<file path="config.mk">
export PLATFORM = sky130hd
export DESIGN_NAME = laser_frame_receiver_flat
export DESIGN_NICKNAME = d
export VERILOG_FILES = /design/src/rtl/laser_pkg.sv /design/src/rtl/laser_frame_receiver_if.sv /design/src/rtl/laser_sync.sv /design/src/rtl/laser_frame_receiver.sv /design/src/flat_wrapper.sv
export SDC_FILE = /design/constraint.sdc
export NUM_CORES = 1
export LEC_CHECK = 0
export CORE_ASPECT_RATIO = 2
export CORE_MARGIN = 10
export CORE_UTILIZATION = 48
export DETAILED_ROUTE_END_ITERATION = 8
export GPL_ROUTABILITY_DRIVEN = 1
export PLACE_DENSITY = 0.73
export RECOVER_POWER = 100
export SYNTH_ARGS = -nofsm -noshare
export SYNTH_HDL_FRONTEND = slang
export SYNTH_SLANG_ARGS = --single-unit
</file>
<file path="constraint.sdc">
create_clock -name clock -period 1.6 [get_ports clock]
set_clock_uncertainty 0.15 [all_clocks]
set_input_delay 0.48 -clock clock [delete_from_list [all_inputs] [get_ports clock]]
set_output_delay 0.48 -clock clock [all_outputs]
set_load 0.01 [all_outputs]
</file>
<file path="src/rtl/laser_pkg.sv">
// Shared laser-link definitions: receiver states, frame geometry and line levels.
package laser_pkg;

  typedef enum logic [2:0] {
    RX_IDLE,
    RX_START,
    RX_DATA,
    RX_PARITY,
    RX_STOP,
    RX_WAIT_LOW
  } rx_state_e;

  localparam int unsigned FRAME_DATA_BITS = 8;
  localparam int unsigned BIT_CNT_W       = 4;
  localparam logic        LINE_IDLE       = 1'b0;
  localparam logic        START_LEVEL     = 1'b1;

endpackage

</file>
<file path="src/rtl/laser_frame_receiver_if.sv">
// Byte-output bus of the laser receiver: master is the receiver, slave the consumer.
interface laser_frame_receiver_if;
  import laser_pkg::*;

  logic                       data_valid;
  logic [FRAME_DATA_BITS-1:0] data_in;
  logic                       framing_err;
  logic                       busy;

  modport master (output data_valid, output data_in, output framing_err, output busy);
  modport slave  (input  data_valid, input  data_in, input  framing_err, input  busy);

endinterface

</file>
<file path="src/rtl/laser_sync.sv">
// Metastability flop chain for the asynchronous photodiode input.
module laser_sync #(
  parameter int unsigned SYNC_STAGES = 2
) (
  input  logic clock,
  input  logic reset,
  input  logic d,
  output logic q
);

  logic [SYNC_STAGES-1:0] chain;

  always_ff @(posedge clock) begin
    if (reset) chain <= '0;
    else       chain <= {chain[SYNC_STAGES-2:0], d};
  end

  assign q = chain[SYNC_STAGES-1];

endmodule

</file>
<file path="src/rtl/laser_frame_receiver.sv">
// Laser link receiver: oversamples the line, samples mid-cell, emits bytes or framing errors.
// Optional even-parity cell after the data bits when LASER_PARITY_EN is defined.
module laser_frame_receiver
  import laser_pkg::*;
#(
  parameter int unsigned CLKS_PER_BIT = 8,
  parameter int unsigned SYNC_STAGES  = 2
) (
  input  logic                          clock,
  input  logic                          reset,
  input  logic                          en,
  input  logic                          laser_in,
  laser_frame_receiver_if.master        rx
);

  localparam int unsigned CNT_W = (CLKS_PER_BIT > 1) ? $clog2(CLKS_PER_BIT) : 1;
  localparam logic [CNT_W-1:0]     CNT_MID   = CNT_W'(CLKS_PER_BIT / 2);
  localparam logic [CNT_W-1:0]     CNT_LAST  = CNT_W'(CLKS_PER_BIT - 1);
  localparam logic [BIT_CNT_W-1:0] LAST_BIT  = BIT_CNT_W'(FRAME_DATA_BITS - 1);
  localparam logic [BIT_CNT_W-1:0] BITS_FULL = BIT_CNT_W'(FRAME_DATA_BITS);

  rx_state_e                  state_q, state_d;
  logic [CNT_W-1:0]           cnt_q, cnt_d;
  logic [BIT_CNT_W-1:0]       bit_q, bit_d;
  logic [FRAME_DATA_BITS-1:0] shift_q, shift_d;
  logic [FRAME_DATA_BITS-1:0] data_q, data_d;
  logic                       dv_q, dv_d;
  logic                       err_q, err_d;
  logic                       busy_q;
  logic                       par_ok;
  logic                       mid;
  logic                       s;

  laser_sync #(.SYNC_STAGES(SYNC_STAGES)) u_sync (
    .clock (clock),
    .reset (reset),
    .d     (laser_in),
    .q     (s)
  );

  // Cell counter runs from the start-edge cycle, so every bit is sampled at the same count.
  assign mid = (cnt_q == CNT_MID);

`ifdef LASER_PARITY_EN
  logic par_q, par_d;
  assign par_ok = ~(^shift_q ^ par_q);
`else
  assign par_ok = 1'b1;
`endif

  always_comb begin
    state_d = state_q;
    bit_d   = bit_q;
    shift_d = shift_q;
    data_d  = data_q;
    dv_d    = 1'b0;
    err_d   = 1'b0;
`ifdef LASER_PARITY_EN
    par_d   = par_q;
`endif
    case (state_q)
      RX_IDLE: begin
        if (en && (s == START_LEVEL)) begin
          state_d = RX_START;
          bit_d   = '0;
        end
      end
      RX_START: begin
        if (mid) state_d = (s == START_LEVEL) ? RX_DATA : RX_IDLE;
      end
      RX_DATA: begin
        if (mid) begin
          shift_d = {s, shift_q[FRAME_DATA_BITS-1:1]};
          if (bit_q != BITS_FULL) bit_d = bit_q + BIT_CNT_W'(1);
          if (bit_q == LAST_BIT) begin
`ifdef LASER_PARITY_EN
            state_d = RX_PARITY;
`else
            state_d = RX_STOP;
`endif
          end
        end
      end
`ifdef LASER_PARITY_EN
      RX_PARITY: begin
        if (mid) begin
          par_d   = s;
          state_d = RX_STOP;
        end
      end
`endif
      RX_STOP: begin
        if (mid) begin
          if ((s == LINE_IDLE) && par_ok) begin
            dv_d    = 1'b1;
            data_d  = shift_q;
            state_d = RX_IDLE;
          end else begin
            err_d   = 1'b1;
            state_d = (s == LINE_IDLE) ? RX_IDLE : RX_WAIT_LOW;
          end
        end
      end
      RX_WAIT_LOW: begin
        if (s == LINE_IDLE) state_d = RX_IDLE;
      end
      default: state_d = RX_IDLE;
    endcase

    // Disabling abandons the frame silently and keeps the last good byte.
    if (!en) begin
      state_d = RX_IDLE;
      dv_d    = 1'b0;
      err_d   = 1'b0;
      data_d  = data_q;
    end

    if (state_d == RX_IDLE)    cnt_d = '0;
    else if (cnt_q == CNT_LAST) cnt_d = '0;
    else                        cnt_d = cnt_q + CNT_W'(1);
  end

  always_ff @(posedge clock) begin
    if (reset) begin
      state_q <= RX_IDLE;
      cnt_q   <= '0;
      bit_q   <= '0;
      shift_q <= '0;
      data_q  <= '0;
      dv_q    <= 1'b0;
      err_q   <= 1'b0;
      busy_q  <= 1'b0;
`ifdef LASER_PARITY_EN
      par_q   <= 1'b0;
`endif
    end else begin
      state_q <= state_d;
      cnt_q   <= cnt_d;
      bit_q   <= bit_d;
      shift_q <= shift_d;
      data_q  <= data_d;
      dv_q    <= dv_d;
      err_q   <= err_d;
      busy_q  <= (state_d != RX_IDLE);
`ifdef LASER_PARITY_EN
      par_q   <= par_d;
`endif
    end
  end

  assign rx.data_valid  = dv_q;
  assign rx.data_in     = data_q;
  assign rx.framing_err = err_q;
  assign rx.busy        = busy_q;

endmodule

</file>
<file path="src/flat_wrapper.sv">
// flat-port wrapper written by rule: the top's interface ports become plain ports
module laser_frame_receiver_flat import laser_pkg::*;
#(
  parameter int unsigned CLKS_PER_BIT = 8,
  parameter int unsigned SYNC_STAGES  = 2
)
  (clock, reset, en, laser_in, rx_data_valid, rx_data_in, rx_framing_err, rx_busy);
  laser_frame_receiver_if rx_i ();
  input  logic clock;
  input  logic reset;
  input  logic en;
  input  logic laser_in;
  output wire logic [$bits(rx_i.data_valid)-1:0] rx_data_valid;
  output wire logic [$bits(rx_i.data_in)-1:0] rx_data_in;
  output wire logic [$bits(rx_i.framing_err)-1:0] rx_framing_err;
  output wire logic [$bits(rx_i.busy)-1:0] rx_busy;
  assign rx_data_valid = rx_i.data_valid;
  assign rx_data_in = rx_i.data_in;
  assign rx_framing_err = rx_i.framing_err;
  assign rx_busy = rx_i.busy;
  laser_frame_receiver #(.CLKS_PER_BIT(CLKS_PER_BIT), .SYNC_STAGES(SYNC_STAGES)) u_core (.clock(clock), .reset(reset), .en(en), .laser_in(laser_in), .rx(rx_i));
endmodule
</file>
==> flow_results.xml, run 1 <==
<?xml version="1.0" encoding="UTF-8"?>
<metrics>
  <group name="run_status">
    <metric name="outcome" unit="">complete, but fails checks</metric>
    <metric name="violations" unit="">negative setup slack</metric>
  </group>
  <group name="logic_synthesis">
    <metric name="synth.cells.most_frequent" unit="">sky130_fd_sc_hd__dfxtp_1 (31), sky130_fd_sc_hd__nor2_1 (23), sky130_fd_sc_hd__mux2i_1 (16), sky130_fd_sc_hd__inv_1 (8)</metric>
    <metric name="flip_flop_and_latch_count_after_synthesis" unit="">31</metric>
    <metric name="synthCells" unit="">133</metric>
    <metric name="post_synth.cell_area_avg" unit="um^2">9.74</metric>
    <metric name="main_flop_type_after_synthesis" unit="">sky130_fd_sc_hd__dfxtp_1</metric>
    <metric name="synth.cell_area" unit="mm^2">0.00129</metric>
    <metric name="yosysTopAreaCell" unit="">sky130_fd_sc_hd__dfxtp_1</metric>
    <metric name="synth_sequential_area_ratio" unit="%">47.9</metric>
    <metric name="synth_edf_count" unit="">0</metric>
    <metric name="synthDistinctLibCells" unit="">34</metric>
    <metric name="synthTopCellsByArea" unit="">sky130_fd_sc_hd__dfxtp_1 (48%), sky130_fd_sc_hd__mux2i_1 (12%), sky130_fd_sc_hd__nor2_1 (6.7%)</metric>
    <metric name="asyncSetResetFlopFracSynth" unit="%">0</metric>
    <metric name="post-synth-top-count-cell" unit="">sky130_fd_sc_hd__dfxtp_1</metric>
    <metric name="syn_nets" unit="">142</metric>
    <metric name="ys.warnings.count" unit="">0</metric>
    <metric name="synth_top_area_share" unit="%">47.9</metric>
  </group>
  <group name="clock_tree">
    <metric name="clk_latency" unit="ns">0.28</metric>
    <metric name="tritoncts_clock_tree" unit="">built</metric>
    <metric name="clock_edge_transition_at_the_registers_on_the_reported_setup_and_hold_paths" unit="ns">0.06</metric>
    <metric name="cts_num_sinks" unit="">31</metric>
    <metric name="cts_max_level" unit="">2</metric>
    <metric name="cts-hold-fix-buffers" unit="">0</metric>
    <metric name="cts.path.max_buffers" unit="">2</metric>
    <metric name="cts-buffers-inserted" unit="">5</metric>
    <metric name="cts-root-buf" unit="">sky130_fd_sc_hd__clkbuf_8</metric>
  </group>
  <group name="final_layout">
    <metric name="num-fill-cells" unit="">205</metric>
    <metric name="final_layout_size_suffix_gt1_share" unit="%">27.7</metric>
    <metric name="num_antenna_cells" unit="">0</metric>
    <metric name="syn2layout_area_growth" unit="%">36.2</metric>
    <metric name="multi_input_area" unit="um^2">693</metric>
    <metric name="final_net_count" unit="">174</metric>
    <metric name="area.sequential" unit="um^2">627</metric>
    <metric name="non_filler_instance_count_after_layout" unit="">194</metric>
    <metric name="final_core_util" unit="%">68.6</metric>
  </group>
  <group name="floorplanning">
    <metric name="design.portCount" unit="">15</metric>
    <metric name="design.die.area" unit="mm^2">0.00530</metric>
    <metric name="num_rows" unit="">26</metric>
    <metric name="dieHeight" unit="um">93.5</metric>
    <metric name="die_w" unit="um">56.7</metric>
    <metric name="initial_core_util" unit="%">50.4</metric>
    <metric name="floorplan.core_area" unit="mm^2">0.00257</metric>
  </group>
  <group name="min_path">
    <metric name="timing.hold.worst_path_depth" unit="">1</metric>
    <metric name="worstHoldPathType" unit="">reg -&gt; reg</metric>
    <metric name="hold-path-endpoint" unit="">u_core.u_sync.chain[1]$_SDFF_PP0_</metric>
    <metric name="launch_instance_of_the_worst_min_delay_path" unit="">u_core.u_sync.chain[0]$_SDFF_PP0_</metric>
  </group>
  <group name="timing">
    <metric name="finalSetupViolCount" unit="">2</metric>
    <metric name="final.min_clock_period" unit="ns">1.63</metric>
    <metric name="max_freq" unit="MHz">614</metric>
    <metric name="final.period_utilization" unit="%">102</metric>
    <metric name="final_count_of_hold_timing_violations" unit="">0</metric>
    <metric name="slew_headroom" unit="%">78.2</metric>
    <metric name="hold_slack" unit="ns">0.298</metric>
    <metric name="finalSetupTns" unit="ns">-0.0479</metric>
    <metric name="grt_setup_unrepaired" unit="">yes</metric>
    <metric name="tightestPinTransition" unit="ns">0.328</metric>
    <metric name="finalMaxSlewViolations" unit="">0</metric>
    <metric name="layout_setup_ws" unit="ns">-0.0279</metric>
  </group>
  <group name="route">
    <metric name="ant_nets" unit="">0</metric>
    <metric name="dr.first_iter.drc_count" unit="">15</metric>
    <metric name="drt_first_pass_iters" unit="">4</metric>
    <metric name="post-route-drc-count" unit="">0</metric>
    <metric name="viasPerCell" unit="">5.51</metric>
    <metric name="dr_total_vias" unit="">1068</metric>
    <metric name="postRouteWirelength" unit="um">2910</metric>
    <metric name="routedWlPerCell" unit="um">15.0</metric>
  </group>
  <group name="setup_path">
    <metric name="rrSetupSlack" unit="ns">-0.03</metric>
    <metric name="crit_path_required_time" unit="ns">1.63</metric>
    <metric name="critPathLaunchType" unit="">flop</metric>
    <metric name="crit_path_top_delay_cell" unit="">sky130_fd_sc_hd__dfxtp_2</metric>
    <metric name="critPathKind" unit="">reg -&gt; reg</metric>
    <metric name="timing.critical_path.cells" unit="">inv_2 &gt; ha_4 &gt; a31o_1 &gt; a221oi_2 &gt; o311a_4 &gt; buf_6 &gt; nor2_2</metric>
    <metric name="critical_path_peak_fanout" unit="">5</metric>
    <metric name="worstSetupEndpointType" unit="">flop</metric>
    <metric name="maximum_cell_stage_delay_along_the_critical_path" unit="ns">0.34</metric>
    <metric name="data_arrival_critical_path" unit="ns">1.66</metric>
    <metric name="timing.rr.start" unit="">u_core.cnt_q[0]$_SDFF_PP0_</metric>
    <metric name="r2r-end" unit="">u_core.rx.busy$_SDFF_PP0_</metric>
    <metric name="r2r_cells" unit="">7</metric>
  </group>
  <group name="placement">
    <metric name="port_buffer_cells" unit="">14</metric>
    <metric name="place.detailed.hpwl" unit="um">2030</metric>
    <metric name="place_ws" unit="ns">-0.254</metric>
    <metric name="finalWeightedCongestion" unit="">0.884</metric>
    <metric name="cell_count_post_placement" unit="">184</metric>
  </group>
  <group name="global_route">
    <metric name="groute.usage.overall" unit="%">11.6</metric>
    <metric name="antenna_found_initial" unit="">0</metric>
    <metric name="grt_start_max_net_pins" unit="">19</metric>
    <metric name="overflow" unit="">0</metric>
    <metric name="grt_pass1_wl" unit="um">5000</metric>
    <metric name="first_global_vias" unit="">1171</metric>
  </group>
  <group name="flow_run">
    <metric name="max_cap_violations" unit="">0</metric>
  </group>
  <group name="power">
    <metric name="leak_pwr" unit="nW">0.842</metric>
    <metric name="power_per_cell_area" unit="mW/mm^2">917</metric>
    <metric name="worst_ir_drop_vdd" unit="mV">0.795</metric>
  </group>
</metrics>
area by class of cell:
| class | count | share of cell area [%] |
|---|---|---|
| clock buffer | 6 | 4.68 |
| multi-input combinational | 88 | 39.3 |
| inverter | 8 | 1.70 |
| sequential | 31 | 35.5 |
| timing repair buffer | 31 | 14.8 |
| clock inverter | 2 | 1.99 |
| tap | 28 | 1.99 |
state kept, by name (all words and copies together) (netlist names):
signal	count
u_core.shift_q	8
u_core.rx.data_valid	1
u_core.cnt_q	3
u_core.state_q	3
u_core.rx.data_in	8
u_core.rx.busy	1
u_core.u_sync.chain	2
u_core.bit_q	4
u_core.rx.framing_err	1
kinds of logic after synthesis:
group | Yosys count | share of synthesized area (%)
buf+inv | 14 | 4.64
xor+xnor | 2 | 1.35
fa+ha+maj | 5 | 4.83
flops | 31 | 47.9
compound gates | 14 | 7.83
simple gates | 51 | 21.1
mux | 16 | 12.4
worst max path at each step:
| stage | from | endpoint | slack (ns) | cells after the start |
|---|---|---|---|---|
| after detailed placement | en | u_core.cnt_q[1]$_SDFF_PP0_ | -0.25 | 4 |
| after global placement | en | u_core.cnt_q[0]$_SDFF_PP0_ | -0.21 | 4 |
| final | u_core.cnt_q[0]$_SDFF_PP0_ | u_core.rx.busy$_SDFF_PP0_ | -0.03 | 7 |
| after CTS | u_core.cnt_q[0]$_SDFF_PP0_ | u_core.rx.busy$_SDFF_PP0_ | -0.02 | 7 |
| after global routing | u_core.cnt_q[0]$_SDFF_PP0_ | u_core.rx.busy$_SDFF_PP0_ | -0.09 | 7 |
| after floorplan | u_core.cnt_q[0]$_SDFF_PP0_ | u_core.bit_q[1]$_SDFFE_PP0P_ | 0.01 | 7 |
where the power goes:
group | internal [mW] | switching, mW | total (mW)
Combinational | 0.0220 | 0.0274 | 0.0493
Sequential | 0.775 | 0.00284 | 0.778
Clock | 0.503 | 0.288 | 0.791
Total | 1.30 | 0.318 | 1.62
metrics by stage:
stage / instance area [um^2] / total power, mW
floorplan: 1320 / 0.815
global placement: 1560 / 0.839
detailed placement: 1560 / 0.840
CTS: 1750 / 1.64
global route: 1760 / 1.67
finish: 1760 / 1.62
metal layers:
metal | vias up | part of all wire [%] | track usage, %
met5 | - | 0 | 0
li1 | 523 | - | -
met3 | 7 | 5.8 | 5.01
met1 | 515 | 36 | 9.68
met4 | 0 | 2.8 | 6.10
met2 | 23 | 55 | 21.8
critical path, delay by kind of cell (launching register included):
family          cells  cell delay, ns
compound gates      3            0.71
flops               1            0.34
buf+inv             2            0.14
simple gates        1            0.03
fa+ha+maj           1            0.16
cells in the final DEF, fill, tap and decap left out, types with 2 or more instances in the layout:
master / n
sky130_fd_sc_hd__a21oi_1: 4
sky130_fd_sc_hd__buf_4: 13
sky130_fd_sc_hd__buf_6: 3
sky130_fd_sc_hd__clkbuf_8: 6
sky130_fd_sc_hd__clkdlybuf4s50_1: 2
sky130_fd_sc_hd__dfxtp_1: 26
sky130_fd_sc_hd__dfxtp_2: 5
sky130_fd_sc_hd__dlygate4sd2_1: 12
sky130_fd_sc_hd__ha_1: 4
sky130_fd_sc_hd__inv_1: 6
sky130_fd_sc_hd__inv_2: 2
sky130_fd_sc_hd__mux2i_1: 15
sky130_fd_sc_hd__nand2_1: 5
sky130_fd_sc_hd__nand3_2: 2
sky130_fd_sc_hd__nand4_1: 2
sky130_fd_sc_hd__nor2_1: 22
sky130_fd_sc_hd__nor2b_1: 4
sky130_fd_sc_hd__nor4b_1: 2
sky130_fd_sc_hd__o21ai_0: 2
sky130_fd_sc_hd__or3_1: 2
what timing repair did:
action                                  4_1_cts  5_1_grt
pin swaps                                     8        1
endpoints found under the setup margin       37       15
setup buffers                                 2        0
gates cloned                                  0        0
gates resized for setup                      29        6
Note: power is estimated with default switching activity, not from simulation.
==> run 2: changes to the inputs <==
--- a/config.mk
+++ b/config.mk
@@ -5,12 +5,12 @@
 export SDC_FILE = /design/constraint.sdc
 export NUM_CORES = 1
 export LEC_CHECK = 0
-export CORE_ASPECT_RATIO = 2
 export CORE_MARGIN = 10
-export CORE_UTILIZATION = 48
+export CORE_UTILIZATION = 58
+export CTS_BUF_LIST = sky130_fd_sc_hd__clkbuf_16
 export DETAILED_ROUTE_END_ITERATION = 8
 export GPL_ROUTABILITY_DRIVEN = 1
-export PLACE_DENSITY = 0.73
+export PLACE_DENSITY = 0.82
 export RECOVER_POWER = 100
 export SYNTH_ARGS = -nofsm -noshare
 export SYNTH_HDL_FRONTEND = slang
==> constraint.sdc (replaced) <==
create_clock -name clock -period 2 [get_ports clock]
set_clock_uncertainty 0.15 [all_clocks]
set_input_delay 0.6 -clock clock [delete_from_list [all_inputs] [get_ports clock]]
set_output_delay 0.6 -clock clock [all_outputs]
set_load 0.01 [all_outputs]
==> run 2 against run 1 <==
Net effect:
- the flow now finishes without violations
- clock power decreased by 13%
- register-to-register slack improved by 0.16 ns
- die area decreased by 15%
- utilization rose by 5.6 points
- critical endpoint is now rx_data_in[5]
- largest cell class is now sequential cells
- largest power group unchanged
==> flow_results.xml, run 2 (synthesis gave the netlist of run 1 again) <==
<?xml version="1.0" encoding="UTF-8"?>
<metrics>
  <group name="clock_tree">
    <metric name="cts_num_sinks" unit="">31</metric>
    <metric name="cts-root-buf" unit="">sky130_fd_sc_hd__clkbuf_16</metric>
    <metric name="tritoncts_clock_tree" unit="">built</metric>
    <metric name="postCtsSetupBuffers" unit="">0</metric>
    <metric name="cts_max_level" unit="">2</metric>
    <metric name="cts_resized" unit="">0</metric>
    <metric name="clk_latency" unit="ns">0.27</metric>
    <metric name="cts-buffers-inserted" unit="">5</metric>
    <metric name="cts-hold-fix-buffers" unit="">0</metric>
    <metric name="cts.path.max_buffers" unit="">2</metric>
    <metric name="clock_edge_transition_at_the_registers_on_the_reported_setup_and_hold_paths" unit="ns">0.05</metric>
  </group>
  <group name="timing">
    <metric name="final.period_utilization" unit="%">97.0</metric>
    <metric name="max_freq" unit="MHz">515</metric>
    <metric name="finalSetupTns" unit="ns">0</metric>
    <metric name="finalSetupViolCount" unit="">0</metric>
    <metric name="tightestPinTransition" unit="ns">0.438</metric>
    <metric name="final.min_clock_period" unit="ns">1.94</metric>
    <metric name="final_count_of_hold_timing_violations" unit="">0</metric>
    <metric name="finalMaxSlewViolations" unit="">0</metric>
    <metric name="slew_headroom" unit="%">70.7</metric>
    <metric name="layout_setup_ws" unit="ns">0.0594</metric>
    <metric name="grt_setup_unrepaired" unit="">no</metric>
  </group>
  <group name="final_layout">
    <metric name="final_net_count" unit="">162</metric>
    <metric name="num-fill-cells" unit="">172</metric>
    <metric name="final_layout_size_suffix_gt1_share" unit="%">9.09</metric>
    <metric name="layout.cells.most_common_list" unit="">sky130_fd_sc_hd__dfxtp_1 (31), sky130_fd_sc_hd__nor2_1 (23), sky130_fd_sc_hd__mux2i_1 (16)</metric>
    <metric name="layout_commonest_cell" unit="">sky130_fd_sc_hd__dfxtp_1</metric>
    <metric name="num_antenna_cells" unit="">0</metric>
    <metric name="area.sequential" unit="um^2">621</metric>
    <metric name="fin_area" unit="mm^2">0.00161</metric>
    <metric name="final_core_util" unit="%">74.2</metric>
    <metric name="multi_input_area" unit="um^2">614</metric>
    <metric name="syn2layout_area_growth" unit="%">24.3</metric>
  </group>
  <group name="route">
    <metric name="post-route-drc-count" unit="">0</metric>
    <metric name="drt_first_pass_iters" unit="">4</metric>
    <metric name="dr.first_iter.drc_count" unit="">109</metric>
    <metric name="viasPerCell" unit="">5.52</metric>
    <metric name="ant_nets" unit="">0</metric>
    <metric name="postRouteWirelength" unit="um">2640</metric>
    <metric name="routedWlPerCell" unit="um">14.5</metric>
    <metric name="dr_total_vias" unit="">1004</metric>
  </group>
  <group name="power">
    <metric name="fin_total_pwr" unit="mW">1.34</metric>
    <metric name="leak_pwr" unit="nW">0.740</metric>
    <metric name="worst_ir_drop_vdd" unit="mV">0.930</metric>
    <metric name="power_per_cell_area" unit="mW/mm^2">831</metric>
  </group>
  <group name="placement">
    <metric name="port_buffer_cells" unit="">14</metric>
    <metric name="place_ws" unit="ns">0.0175</metric>
    <metric name="place.detailed.hpwl" unit="um">1830</metric>
    <metric name="placed_cell_area" unit="mm^2">0.00148</metric>
    <metric name="finalWeightedCongestion" unit="">0.756</metric>
  </group>
  <group name="setup_path">
    <metric name="startpoint" unit="">u_core.rx.data_in[5]$_SDFFE_PP0P_</metric>
    <metric name="critPathLaunchType" unit="">flop</metric>
    <metric name="r2r-end" unit="">u_core.bit_q[1]$_SDFFE_PP0P_</metric>
    <metric name="r2r_cells" unit="">6</metric>
    <metric name="cp_num_buf_inv" unit="">1</metric>
    <metric name="crit_path_top_delay_cell" unit="">sky130_fd_sc_hd__dlygate4sd3_1</metric>
    <metric name="timing.rr.start" unit="">u_core.cnt_q[0]$_SDFF_PP0_</metric>
    <metric name="cp-endpoint" unit="">rx_data_in[5]</metric>
    <metric name="crit_path_required_time" unit="ns">1.25</metric>
    <metric name="data_arrival_critical_path" unit="ns">1.19</metric>
    <metric name="critical_path_peak_fanout" unit="">2</metric>
    <metric name="critPathKind" unit="">reg -&gt; out</metric>
    <metric name="worstSetupEndpointType" unit="">output pin</metric>
    <metric name="maximum_cell_stage_delay_along_the_critical_path" unit="ns">0.60</metric>
    <metric name="rrSetupSlack" unit="ns">0.13</metric>
    <metric name="timing.critical_path.max_delay_family" unit="">buffers and inverters</metric>
    <metric name="timing.critical_path.depth" unit="">1</metric>
    <metric name="timing.critical_path.cells" unit="">dlygate4sd3_1</metric>
  </group>
  <group name="floorplanning">
    <metric name="floorplan.core_area" unit="mm^2">0.00217</metric>
    <metric name="design.portCount" unit="">15</metric>
    <metric name="dieHeight" unit="um">67.3</metric>
    <metric name="design.die.area" unit="mm^2">0.00452</metric>
    <metric name="die_w" unit="um">67.3</metric>
    <metric name="initial_core_util" unit="%">59.7</metric>
    <metric name="num_rows" unit="">17</metric>
  </group>
  <group name="run_status">
    <metric name="outcome" unit="">finished, final reports clean</metric>
  </group>
  <group name="flow_run">
    <metric name="max_cap_violations" unit="">0</metric>
  </group>
  <group name="global_route">
    <metric name="groute.usage.overall" unit="%">13.0</metric>
    <metric name="grt_pass1_wl" unit="um">4450</metric>
    <metric name="overflow" unit="">0</metric>
    <metric name="antenna_found_initial" unit="">0</metric>
    <metric name="first_global_vias" unit="">1015</metric>
    <metric name="grt_start_max_net_pins" unit="">20</metric>
  </group>
  <group name="min_path">
    <metric name="worstHoldPathType" unit="">reg -&gt; reg</metric>
  </group>
</metrics>
[run 2: cell types whose count changed in the layout (fill, tap and decap cells not counted), moves of 2 or more]
cell	delta
sky130_fd_sc_hd__buf_4	-10
sky130_fd_sc_hd__buf_6	-3
sky130_fd_sc_hd__clkbuf_16	+5
sky130_fd_sc_hd__clkbuf_8	-6
sky130_fd_sc_hd__clkdlybuf4s50_1	+7
sky130_fd_sc_hd__dfxtp_1	+5
sky130_fd_sc_hd__dfxtp_2	-5
sky130_fd_sc_hd__dlygate4sd2_1	-12
sky130_fd_sc_hd__dlygate4sd3_1	+5
sky130_fd_sc_hd__inv_1	+4
sky130_fd_sc_hd__inv_2	-2
[run 2: per-layer routing]
| metal | track usage, % | up-vias | routed length (um) |
|---|---|---|---|
| met5 | 0 | - | 0 |
| met4 | 7.44 | 0 | 51 |
| met3 | 5.62 | 4 | 151 |
| met2 | 22.0 | 25 | 1310 |
| met1 | 13.2 | 474 | 1130 |
| li1 | - | 501 | - |
[run 2: worst min-delay path by stage]
stage / from / to / slack [ns] / cells past startpoint
after detailed placement: u_core.u_sync.chain[0]$_SDFF_PP0_ / u_core.u_sync.chain[1]$_SDFF_PP0_ / 0.28 / 1
after global routing: u_core.u_sync.chain[0]$_SDFF_PP0_ / u_core.u_sync.chain[1]$_SDFF_PP0_ / 0.31 / 1
final: u_core.u_sync.chain[0]$_SDFF_PP0_ / u_core.u_sync.chain[1]$_SDFF_PP0_ / 0.30 / 1
after CTS: u_core.u_sync.chain[0]$_SDFF_PP0_ / u_core.u_sync.chain[1]$_SDFF_PP0_ / 0.31 / 1
after global placement: u_core.u_sync.chain[0]$_SDFF_PP0_ / u_core.u_sync.chain[1]$_SDFF_PP0_ / 0.27 / 1
after floorplan: u_core.u_sync.chain[0]$_SDFF_PP0_ / u_core.u_sync.chain[1]$_SDFF_PP0_ / 0.26 / 1
[run 2: stage by stage]
step,hold WS (ns),instances
after CTS,0.306,182
after detailed placement,0.276,174
after global placement,0.271,174
after global routing,0.314,182
after floorplan,0.264,133
final,0.295,182
[run 2: final cells by class]
class                           count  area share, %
Sequential cell                    31           38.5
Multi-Input combinational cell     88           38.2
Timing Repair Buffer               19           10.7
Clock buffer                        5           7.77
Tap cell                           28           2.18
Inverter                            8           1.86
Clock inverter                      3          0.777
[run 2: report_power, final]
group          switching (mW)  total [mW]  internal [mW]
registers             0.00239       0.624          0.622
logic                  0.0173      0.0281         0.0109
clock network           0.239       0.686          0.447
==> run 3: changes to the inputs <==
--- a/config.mk
+++ b/config.mk
@@ -5,6 +5,7 @@
 export SDC_FILE = /design/constraint.sdc
 export NUM_CORES = 1
 export LEC_CHECK = 0
+export ABC_AREA = 1
 export CORE_MARGIN = 10
 export CORE_UTILIZATION = 58
 export CTS_BUF_LIST = sky130_fd_sc_hd__clkbuf_16
@@ -12,6 +13,8 @@
 export GPL_ROUTABILITY_DRIVEN = 1
 export PLACE_DENSITY = 0.82
 export RECOVER_POWER = 100
+export SETUP_SLACK_MARGIN = 0.15
+export SKIP_CTS_REPAIR_TIMING = 1
 export SYNTH_ARGS = -nofsm -noshare
 export SYNTH_HDL_FRONTEND = slang
 export SYNTH_SLANG_ARGS = --single-unit
==> run 3 against run 2 <==
Net effect:
- worst setup slack improved by 0.15 ns
- worst hold slack got worse by 0.040 ns
- via count rose by 17%
- sequential power barely moved
- critical endpoint is now u_core.rx.data_in[7]$_SDFFE_PP0P_
- largest power group unchanged
==> flow_results.xml, run 3 <==
<?xml version="1.0" encoding="UTF-8"?>
<metrics>
  <group name="floorplanning">
    <metric name="floorplan.core_area" unit="mm^2">0.00221</metric>
    <metric name="num_rows" unit="">17</metric>
    <metric name="design.die.area" unit="mm^2">0.00466</metric>
    <metric name="dieHeight" unit="um">68.3</metric>
    <metric name="initial_core_util" unit="%">61.1</metric>
    <metric name="die_w" unit="um">68.3</metric>
    <metric name="design.portCount" unit="">15</metric>
  </group>
  <group name="power">
    <metric name="p_int" unit="mW">1.21</metric>
    <metric name="total_switching_power" unit="uW">265</metric>
    <metric name="leak_pwr" unit="nW">0.645</metric>
    <metric name="power_per_cell_area" unit="mW/mm^2">866</metric>
    <metric name="combinationalPowerShare" unit="%">2.4</metric>
    <metric name="power.share.switching" unit="%">18.0</metric>
    <metric name="power.clock.fraction" unit="%">55.2</metric>
    <metric name="power.share.sequential" unit="%">42.4</metric>
    <metric name="worst_ir_drop_vdd" unit="mV">0.665</metric>
  </group>
  <group name="final_layout">
    <metric name="final_layout_size_suffix_gt1_share" unit="%">17.5</metric>
    <metric name="layout.cells.most_common_list" unit="">sky130_fd_sc_hd__nand2_1 (43), sky130_fd_sc_hd__dfxtp_1 (31), sky130_fd_sc_hd__nor2_1 (24)</metric>
    <metric name="final_core_util" unit="%">77.0</metric>
    <metric name="num_antenna_cells" unit="">0</metric>
    <metric name="syn2layout_area_growth" unit="%">26.0</metric>
    <metric name="layout_commonest_cell" unit="">sky130_fd_sc_hd__nand2_1</metric>
    <metric name="final_net_count" unit="">203</metric>
    <metric name="fin_area" unit="mm^2">0.00170</metric>
    <metric name="non_filler_instance_count_after_layout" unit="">222</metric>
  </group>
  <group name="setup_path">
    <metric name="worstSetupEndpointType" unit="">flop</metric>
    <metric name="crit_path_top_delay_cell" unit="">sky130_fd_sc_hd__clkdlybuf4s50_1</metric>
    <metric name="critPathKind" unit="">in -&gt; reg</metric>
    <metric name="timing.critical_path.max_delay_family" unit="">buffers and inverters</metric>
    <metric name="timing.critical_path.depth" unit="">7</metric>
    <metric name="data_arrival_critical_path" unit="ns">1.83</metric>
    <metric name="cp_num_buf_inv" unit="">3</metric>
    <metric name="crit_path_required_time" unit="ns">2.05</metric>
    <metric name="critical_path.most_common_cell" unit="">sky130_fd_sc_hd__nand2_1</metric>
    <metric name="critical_path_peak_fanout" unit="">9</metric>
    <metric name="r2r_cells" unit="">8</metric>
    <metric name="maximum_cell_stage_delay_along_the_critical_path" unit="ns">0.50</metric>
    <metric name="critPathLaunchType" unit="">primary input</metric>
    <metric name="timing.critical_path.cells" unit="">clkdlybuf4s50_1 &gt; inv_1 &gt; nor2_1 &gt; nand2_1 &gt; clkinv_2 &gt; nand2_1 &gt; a21oi_1</metric>
  </group>
  <group name="timing">
    <metric name="final.min_clock_period" unit="ns">1.79</metric>
    <metric name="layout_setup_ws" unit="ns">0.211</metric>
    <metric name="finalMaxSlewViolations" unit="">0</metric>
    <metric name="tightestPinTransition" unit="ns">0.442</metric>
    <metric name="slew_headroom" unit="%">70.3</metric>
    <metric name="finalSetupTns" unit="ns">0</metric>
    <metric name="max_freq" unit="MHz">559</metric>
    <metric name="finalSetupViolCount" unit="">0</metric>
    <metric name="final_count_of_hold_timing_violations" unit="">0</metric>
    <metric name="grt_setup_unrepaired" unit="">no</metric>
    <metric name="final.period_utilization" unit="%">89.5</metric>
  </group>
  <group name="clock_tree">
    <metric name="clk_latency" unit="ns">0.27</metric>
    <metric name="cts-buffers-inserted" unit="">5</metric>
    <metric name="cts-root-buf" unit="">sky130_fd_sc_hd__clkbuf_16</metric>
    <metric name="cts_num_sinks" unit="">31</metric>
    <metric name="cts.path.max_buffers" unit="">2</metric>
    <metric name="clock_edge_transition_at_the_registers_on_the_reported_setup_and_hold_paths" unit="ns">0.05</metric>
    <metric name="cts_max_level" unit="">2</metric>
    <metric name="tritoncts_clock_tree" unit="">built</metric>
  </group>
  <group name="logic_synthesis">
    <metric name="synth.cells.most_frequent" unit="">sky130_fd_sc_hd__nand2_1 (40), sky130_fd_sc_hd__dfxtp_1 (31), sky130_fd_sc_hd__nor2_1 (22), sky130_fd_sc_hd__inv_1 (17), sky130_fd_sc_hd__a21oi_1 (14)</metric>
    <metric name="flip_flop_and_latch_count_after_synthesis" unit="">31</metric>
    <metric name="main_flop_type_after_synthesis" unit="">sky130_fd_sc_hd__dfxtp_1</metric>
    <metric name="synthCells" unit="">171</metric>
    <metric name="synth.cell_area" unit="mm^2">0.00135</metric>
    <metric name="syn_nets" unit="">180</metric>
    <metric name="synthDistinctLibCells" unit="">26</metric>
    <metric name="asyncSetResetFlopFracSynth" unit="%">0</metric>
    <metric name="ys.warnings.count" unit="">0</metric>
    <metric name="yosysTopAreaCell" unit="">sky130_fd_sc_hd__dfxtp_1</metric>
    <metric name="synth_sequential_area_ratio" unit="%">45.9</metric>
    <metric name="synth_top_area_share" unit="%">45.9</metric>
    <metric name="post_synth.cell_area_avg" unit="um^2">7.90</metric>
    <metric name="synth_edf_count" unit="">0</metric>
    <metric name="post-synth-top-count-cell" unit="">sky130_fd_sc_hd__nand2_1</metric>
    <metric name="synthTopCellsByArea" unit="">sky130_fd_sc_hd__dfxtp_1 (46%), sky130_fd_sc_hd__nand2_1 (11%), sky130_fd_sc_hd__nor2_1 (6.1%)</metric>
  </group>
  <group name="global_route">
    <metric name="overflow" unit="">0</metric>
    <metric name="groute.usage.overall" unit="%">14.6</metric>
    <metric name="grt_start_max_net_pins" unit="">21</metric>
    <metric name="first_global_vias" unit="">1175</metric>
    <metric name="grt_use_met1" unit="%">15.0</metric>
    <metric name="antenna_found_initial" unit="">0</metric>
    <metric name="grt_pass1_wl" unit="um">5090</metric>
    <metric name="grtUsageMet3" unit="%">5.87</metric>
    <metric name="grt.busiest_layer" unit="">met2</metric>
    <metric name="groute.layer.met2.usage" unit="%">25.3</metric>
  </group>
  <group name="route">
    <metric name="ant_nets" unit="">0</metric>
    <metric name="drt_first_pass_iters" unit="">4</metric>
    <metric name="dr_total_vias" unit="">1172</metric>
    <metric name="viasPerCell" unit="">5.28</metric>
    <metric name="routedWlPerCell" unit="um">13.3</metric>
    <metric name="dr.first_iter.drc_count" unit="">61</metric>
    <metric name="postRouteWirelength" unit="um">2960</metric>
    <metric name="post-route-drc-count" unit="">0</metric>
  </group>
  <group name="flow_run">
    <metric name="max_cap_violations" unit="">0</metric>
  </group>
  <group name="min_path">
    <metric name="timing.hold.worst_path_depth" unit="">2</metric>
    <metric name="worstHoldPathType" unit="">reg -&gt; reg</metric>
  </group>
  <group name="placement">
    <metric name="place.detailed.hpwl" unit="um">2150</metric>
    <metric name="finalWeightedCongestion" unit="">0.821</metric>
    <metric name="cell_count_post_placement" unit="">215</metric>
    <metric name="place_ws" unit="ns">-0.0207</metric>
    <metric name="port_buffer_cells" unit="">14</metric>
    <metric name="placed_cell_area" unit="mm^2">0.00156</metric>
  </group>
  <group name="run_status">
    <metric name="outcome" unit="">finished, final reports clean</metric>
  </group>
</metrics>
[run 3: worst min-delay path, stage by stage (launching register included)]
cell                      delay (ns)
sky130_fd_sc_hd__dfxtp_1        0.29
sky130_fd_sc_hd__inv_1          0.04
sky130_fd_sc_hd__nor2_1         0.03
[run 3: metal layers]
| metal | vias to the layer above | wire length [um] | part of all wire (%) |
|---|---|---|---|
| li1 | 583 | - | - |
| met2 | 26 | 1600 | 54 |
| met3 | 8 | 147 | 5.0 |
| met4 | 0 | 61 | 2.1 |
| met1 | 555 | 1150 | 39 |
| met5 | - | 0 | 0 |
[run 3: final cells by class]
| class | instances | area (um^2) |
|---|---|---|
| Clock buffer | 5 | 125 |
| Clock inverter | 2 | 33.8 |
| Fill cell | 172 | 509 |
| Inverter | 21 | 80.1 |
| Multi-Input combinational cell | 116 | 621 |
| Sequential cell | 31 | 621 |
| Tap cell | 28 | 35.0 |
| Timing Repair Buffer | 19 | 188 |
[run 3: worst paths after layout]
kind,start,end,slack (ns)
hold reg to reg,u_core.u_sync.chain[0]$_SDFF_PP0_,u_core.u_sync.chain[1]$_SDFF_PP0_,0.26
setup reg to reg,u_core.cnt_q[0]$_SDFF_PP0_,u_core.rx.data_in[6]$_SDFFE_PP0P_,0.26
hold / removal,u_core.u_sync.chain[0]$_SDFF_PP0_,u_core.u_sync.chain[1]$_SDFF_PP0_,0.26
setup / recovery,en,u_core.rx.data_in[7]$_SDFFE_PP0P_,0.21
[run 3: cell families after synthesis]
kind of cell	Yosys count	share of synthesized area, %
AO/OA/AOI/OAI	21	10.1
adder cells (fa/ha/maj)	5	4.63
buffers and inverters	24	6.85
flip-flops	31	45.9
AND/OR/NAND/NOR	90	32.5
[run 3: through the flow]
step	hold slack, ns	power [mW]
6_report	0.255	1.47
5_1_grt	0.286	1.52
4_1_cts	0.261	1.49
3_5_place_dp	0.254	0.674
3_3_place_gp	0.240	0.673
2_1_floorplan	0.238	0.659
[run 3: power groups by stage]
stage,registers (mW),logic [mW],clock network [mW]
2_1_floorplan,0.637,0.0217,0
3_3_place_gp,0.637,0.0360,0
3_5_place_dp,0.637,0.0370,0
4_1_cts,0.625,0.0376,0.828
5_1_grt,0.625,0.0392,0.853
6_report,0.626,0.0355,0.814
==> variant 1, RTL diff (config.mk and constraints of run 2) <==
The option `LASER_PARITY_EN` is turned on by a define.
--- a/src/rtl/laser_frame_receiver.sv
+++ b/src/rtl/laser_frame_receiver.sv
@@ -1,5 +1,7 @@
 // Laser link receiver: oversamples the line, samples mid-cell, emits bytes or framing errors.
 // Optional even-parity cell after the data bits when LASER_PARITY_EN is defined.
+`define LASER_PARITY_EN
+
 module laser_frame_receiver
   import laser_pkg::*;
 #(
Function: no difference found for any inputs over 10 cycles, from zero or initial values and one cycle with reset high; that may be too few to reach the edited logic, so the function may still have changed.
==> variant 1 against run 2 <==
Wire length is 9.9% higher. Critical endpoint is now u_core.rx.data_in[0]. Worst setup slack better by 0.027 ns. Sequential power is 3.5% higher. Largest power group unchanged. Critical path depth is 4 higher. Sequential cell count is 1 higher. Power is 2.6% higher. Final area is 16% higher. Highest routed layer unchanged. Synthesized area is 17% higher.
==> variant 1: results (changes against run 2) <==
| Metric | Value |
|---|---|
| Status | `completed` |
| Total CTS buffers | `5 (unchanged)` |
| Count of input and output buffers | `14 (unchanged)` |
| Mapped Nets | `171 (+20%)` |
| Total GRT Usage | `12.28% (-0.73 points)` |
| Peak supply drop | `0.6693 mV (-28%)` |
| Met2 GRT Util | `21.76% (-0.28 points)` |
| CP arrival | `1.96 ns (+0.77 ns)` |
| Met3 GRT Util | `5.300% (-0.32 points)` |
| Netlist cell types | `34 (unchanged)` |
| Reg power frac | `47.0% (+0.4 points)` |
| Relative slew margins | `72.31% (+1.6 points)` |
| Max Used Layer | `met4` |
| Commonest cells in the netlist | `dfxtp_1 (32), nand2b_1 (16), nand2_1 (12)` |
| Pleak | `0.7687 nW (+3.9%)` |
| Pin count of the biggest net entering global routing | `28 (+40%)` |
| Logic pwr share | `2.7% (+0.6 points)` |
| Hold WC Path Type | `flip-flop to flip-flop` |
| Placed cell area | `1703 um2 (+15%)` |
| Sequential share of the synthesized area | `42.24% (-5.7 points)` |
| Synth Flop Type | `dfxtp_1` |
| M1 WL | `1246 um (+10%)` |
| DRT Pass-1 Iters | `4 (unchanged)` |
| Worst-Skew Late Latency | `0.27 ns (about the same)` |
| Yosys Warn Count | `0 (unchanged)` |
| Worst-path clk slew | `0.05 ns (about the same)` |
| Routed WL | `2900 um (+9.9%)` |
| Met1 global-route usage | `12.71% (-0.45 points)` |
| Initial DRC count | `62 (-43%)` |
| Clock Path Buffers | `2 (unchanged)` |
| Ratio of cells with drive above 1 in the final layout | `8.152% (-0.94 points)` |
| Dpl hpwl | `2003 um (+9.7%)` |
| DR vias | `1171 (+17%)` |
| Initial antenna violation count | `0 (unchanged)` |
| Slew Viols, Final | `0 (unchanged)` |
| Critical path peak fanout | `4 (+2)` |
| Placed insts | `203 (+17%)` |
| CTS H-tree depth | `2 (unchanged)` |
| Post-synthesis async set-or-reset flop share | `0% (unchanged)` |
| Final Hold Viols | `0 (unchanged)` |
| Ant diodes | `0 (unchanged)` |
| First-pass GRT wire length | `5188 um (+17%)` |
| GPL Wtd Cong | `0.7491 (-0.85%)` |
| Met2 wire length | `1480 um (+13%)` |
| Via/cell ratio | `5.472 (-0.81%)` |
| Psw | `0.2671 mW (+3.2%)` |
| Area contributors post-synth | `dfxtp_1 (42%), mux2i_1 (7.3%), nand2b_1 (6.6%)` |
| Post-Syn Instances | `162 (+22%)` |
| Final #Nets | `192 (+19%)` |
| CTS Root Cell | `clkbuf_16` |
| Metal3 WL | `132 um (-13%)` |
## variant 1: critical path: stages, from the launching register on
cell      delay, ns
dfxtp_1        0.33
xor2_1         0.16
xnor3_1        0.50
mux2i_4        0.30
clkbuf_1       0.18
mux2i_1        0.20
## variant 1: area by class of cell
type | count | area [um2]
Timing Repair Buffer | 23 | 197.7
Sequential cell | 32 | 640.6
Inverter | 5 | 18.77
Fill cell | 203 | 611.8
Clock inverter | 3 | 11.26
Multi-Input combinational cell | 116 | 834.6
Tap cell | 30 | 37.54
Clock buffer | 5 | 125.1
## variant 1: cell families after synthesis
group / synth area share [%]
AND/OR/NAND/NOR: 27.39
flip-flops: 42.24
AO/OA/AOI/OAI: 6.766
buffers and inverters: 3.631
multiplexers: 8.746
XOR/XNOR: 7.095
adder cells (fa/ha/maj): 4.125
## variant 1: metrics by stage
step,util [%],TNS (ns),worst slack [ns],power [mW]
after floorplan,-,0,0.2296,0.6790
after global placement,68.74,-1.648,-0.2016,0.6941
after detailed placement,68.74,-2.204,-0.2828,0.6953
after CTS,75.15,0,0.05038,1.387
after global routing,75.30,0,0.01907,1.415
final,75.30,0,0.08636,1.374
## variant 1: worst paths after layout
| path | from | end | slack [ns] | depth (start not counted) |
|---|---|---|---|---|
| worst max-delay path | u_core.shift_q[3] | u_core.rx.data_in[0] | 0.09 | 5 |
| worst min-delay path | u_core.u_sync.chain[0] | u_core.u_sync.chain[1] | 0.30 | 1 |
| worst max register to register | u_core.shift_q[3] | u_core.rx.data_in[0] | 0.09 | 5 |
| worst min register to register | u_core.u_sync.chain[0] | u_core.u_sync.chain[1] | 0.30 | 1 |
## variant 1: timing repair
action                                  CTS  global route
buffers inserted                          3             0
endpoints found under the setup margin    1             8
hold endpoints to repair                  0             0
resized for setup                         0             3
pin swaps                                 0             1
==> variant 2, RTL diff (flow settings as in run 2) <==
Without the edit above. Take the reset off `shift_q` and load it in a clocked block of its own.
--- a/src/rtl/laser_frame_receiver.sv
+++ b/src/rtl/laser_frame_receiver.sv
@@ -125,7 +125,6 @@
       state_q <= RX_IDLE;
       cnt_q   <= '0;
       bit_q   <= '0;
-      shift_q <= '0;
       data_q  <= '0;
       dv_q    <= 1'b0;
       err_q   <= 1'b0;
@@ -137,7 +136,6 @@
       state_q <= state_d;
       cnt_q   <= cnt_d;
       bit_q   <= bit_d;
-      shift_q <= shift_d;
       data_q  <= data_d;
       dv_q    <= dv_d;
       err_q   <= err_d;
@@ -148,6 +146,10 @@
     end
   end
 
+  always_ff @(posedge clock) begin
+    shift_q <= shift_d;
+  end
+
   assign rx.data_valid  = dv_q;
   assign rx.data_in     = data_q;
   assign rx.framing_err = err_q;
Behaviour: no difference found for any inputs over 10 cycles, from zero or initial values and one cycle with reset high; that may be too few to reach the edited logic, so the function may still have changed.
==> variant 2 against run 2 <==
Worst setup slack lost 0.0048 ns. Non-clock buffer count grew 2. Wire length shrank 7.8%. Register-to-register slack gained 0.02 ns. Sequential cell count is the same. Power grew 12%. Global-route usage shrank 1.0 points. Clock power grew 20%. Combinational power shrank 5%. Maximum frequency shrank 0.25%. Synthesized area shrank 3.0%. Final area grew 0.93%. Largest cell class unchanged.
==> variant 2: results (changes against run 2) <==
| Metric | Value |
|---|---|
| Ratio of cells with drive above 1 in the final layout | `10.49% (+1.4 points)` |
| Mapped Nets | `126 (-11%)` |
| Quantity of gates resized following cts | `0 (unchanged)` |
| Vias in the first global route | `906 (-11%)` |
| Initial DRC count | `32 (-71%)` |
| Final #Nets | `151 (-6.8%)` |
| GPL Wtd Cong | `0.8368 (+11%)` |
| Clk pwr share | `55.0% (+3.7 points)` |
| Worst-path clk slew | `0.05 ns (about the same)` |
| Netlist cell types | `32 (-5.9%)` |
| Dpl hpwl | `1675 um (-8.3%)` |
| Post-CTS Setup Bufs | `0 (unchanged)` |
| Clock Path Buffers | `2 (unchanged)` |
| Count of input and output buffers | `14 (unchanged)` |
| Place WS | `-0.2194 ns (-0.2369 ns)` |
| Critical Path Max Stage Delay | `0.60 ns (about the same)` |
| Via/cell ratio | `5.429 (-1.6%)` |
| CP arrival | `around 1.2 ns` |
| CP delay by family, top | `buffers and inverters` |
| Yosys Warn Count | `0 (unchanged)` |
| Hold WC Path Type | `flip-flop to flip-flop` |
| Status | `completed` |
| Logic pwr share | `1.8% (-0.3 points)` |
| Pleak | `0.6284 nW (-15%)` |
| Initial antenna violation count | `0 (unchanged)` |
| Post-synthesis async set-or-reset flop share | `0% (unchanged)` |
| Antenna viol nets, final | `0 (unchanged)` |
| CTS H-tree depth | `2 (unchanged)` |
| Synth Flop Type | `dfxtp_1` |
| Commonest cells in the netlist | `dfxtp_1 (23), nor2_1 (14), edfxtp_1 (8), mux2i_1 (8), nand3_1 (8)` |
| Total CTS buffers | `5 (unchanged)` |
| M1 WL | `1078 um (-4.6%)` |
| CTS Root Cell | `clkbuf_16` |
| Sequential share of the synthesized area | `55.78% (+7.9 points)` |
| First-pass GRT wire length | `4091 um (-8.1%)` |
| Max Used Layer | `met4` |
| Pin count of the biggest net entering global routing | `14 (-30%)` |
| Worst slew pin tran | `0.5753 ns (+0.1369 ns)` |
| Post-synth EDFFs | `8 (+8)` |
| Peak supply drop | `0.7048 mV (-24%)` |
| Metal3 WL | `134 um (-11%)` |
| Routed len/inst | `14.30 um (-1.3%)` |
| Ant diodes | `0 (unchanged)` |
| Area contributors post-synth | `dfxtp_1 (37%), edfxtp_1 (19%), mux2i_1 (6.4%)` |
| Most numerous cell in the Yosys netlist | `dfxtp_1` |
| DRT Pass-1 Iters | `4 (unchanged)` |
| Psw | `0.2611 mW (+0.91%)` |
| Worst-Skew Late Latency | `0.27 ns (about the same)` |
| Total GRT Usage | `12.00% (-1.0 points)` |
| Met2 wire length | `1170 um (-10%)` |
| Critical path peak fanout | `2 (unchanged)` |
variant 2: cell count changes in the layout (fill, tap and decap cells not counted), moves of 3 or more:
cell | run 2 | this run
nand3_1 | 2 | 8
dfxtp_1 | 31 | 23
a2111oi_0 | 0 | 3
edfxtp_1 | 0 | 8
mux2i_1 | 16 | 7
nor2_1 | 23 | 14
inv_1 | 10 | 7
variant 2: stage by stage:
step           TNS [ns]  power, mW  instance area [um2]  instances  hold WS [ns]
4_1_cts               0      1.507                 1637        170        0.2982
3_3_place_gp     -1.257     0.6877                 1473        162        0.2683
6_report              0      1.495                 1625        170        0.3003
5_1_grt               0      1.529                 1625        170        0.3196
2_1_floorplan         0     0.6716                 1256        117        0.2638
3_5_place_dp     -1.662     0.6883                 1473        162        0.2866
variant 2: layer usage:
metal  vias up  GRT usage, %
li1        459             -
met1       441         13.69
met2        14         18.60
met3         9         4.515
met4         0         7.068
met5         -             0
variant 2: cells by family (layout without fill, tap and decap cells):
family	Yosys count	count (layout)	synth area share [%]
simple gates	46	46	19.12
flops	31	31	55.78
mux	8	8	6.375
fa+ha+maj	5	5	4.980
compound gates	15	15	8.964
buf+inv	10	36	3.386
xor+xnor	2	2	1.395
variant 2: worst paths after layout:
check                                          start                end  slack [ns]  depth (start not counted)
worst max register to register       u_core.cnt_q[0]    u_core.cnt_q[0]        0.15                          6
worst max-delay path            u_core.rx.data_in[3]      rx_data_in[3]        0.05                          1
worst min-delay path               u_core.shift_q[5]  u_core.shift_q[4]        0.30                          0
worst min register to register     u_core.shift_q[5]  u_core.shift_q[4]        0.30                          0
variant 2: layout make-up:
class	count	area (um2)
Sequential cell	31	700.7
Inverter	7	26.28
Tap cell	27	33.78
Multi-Input combinational cell	76	515.5
Clock buffer	5	125.1
Timing Repair Buffer	21	185.2
Clock inverter	3	38.79
Fill cell	121	376.6
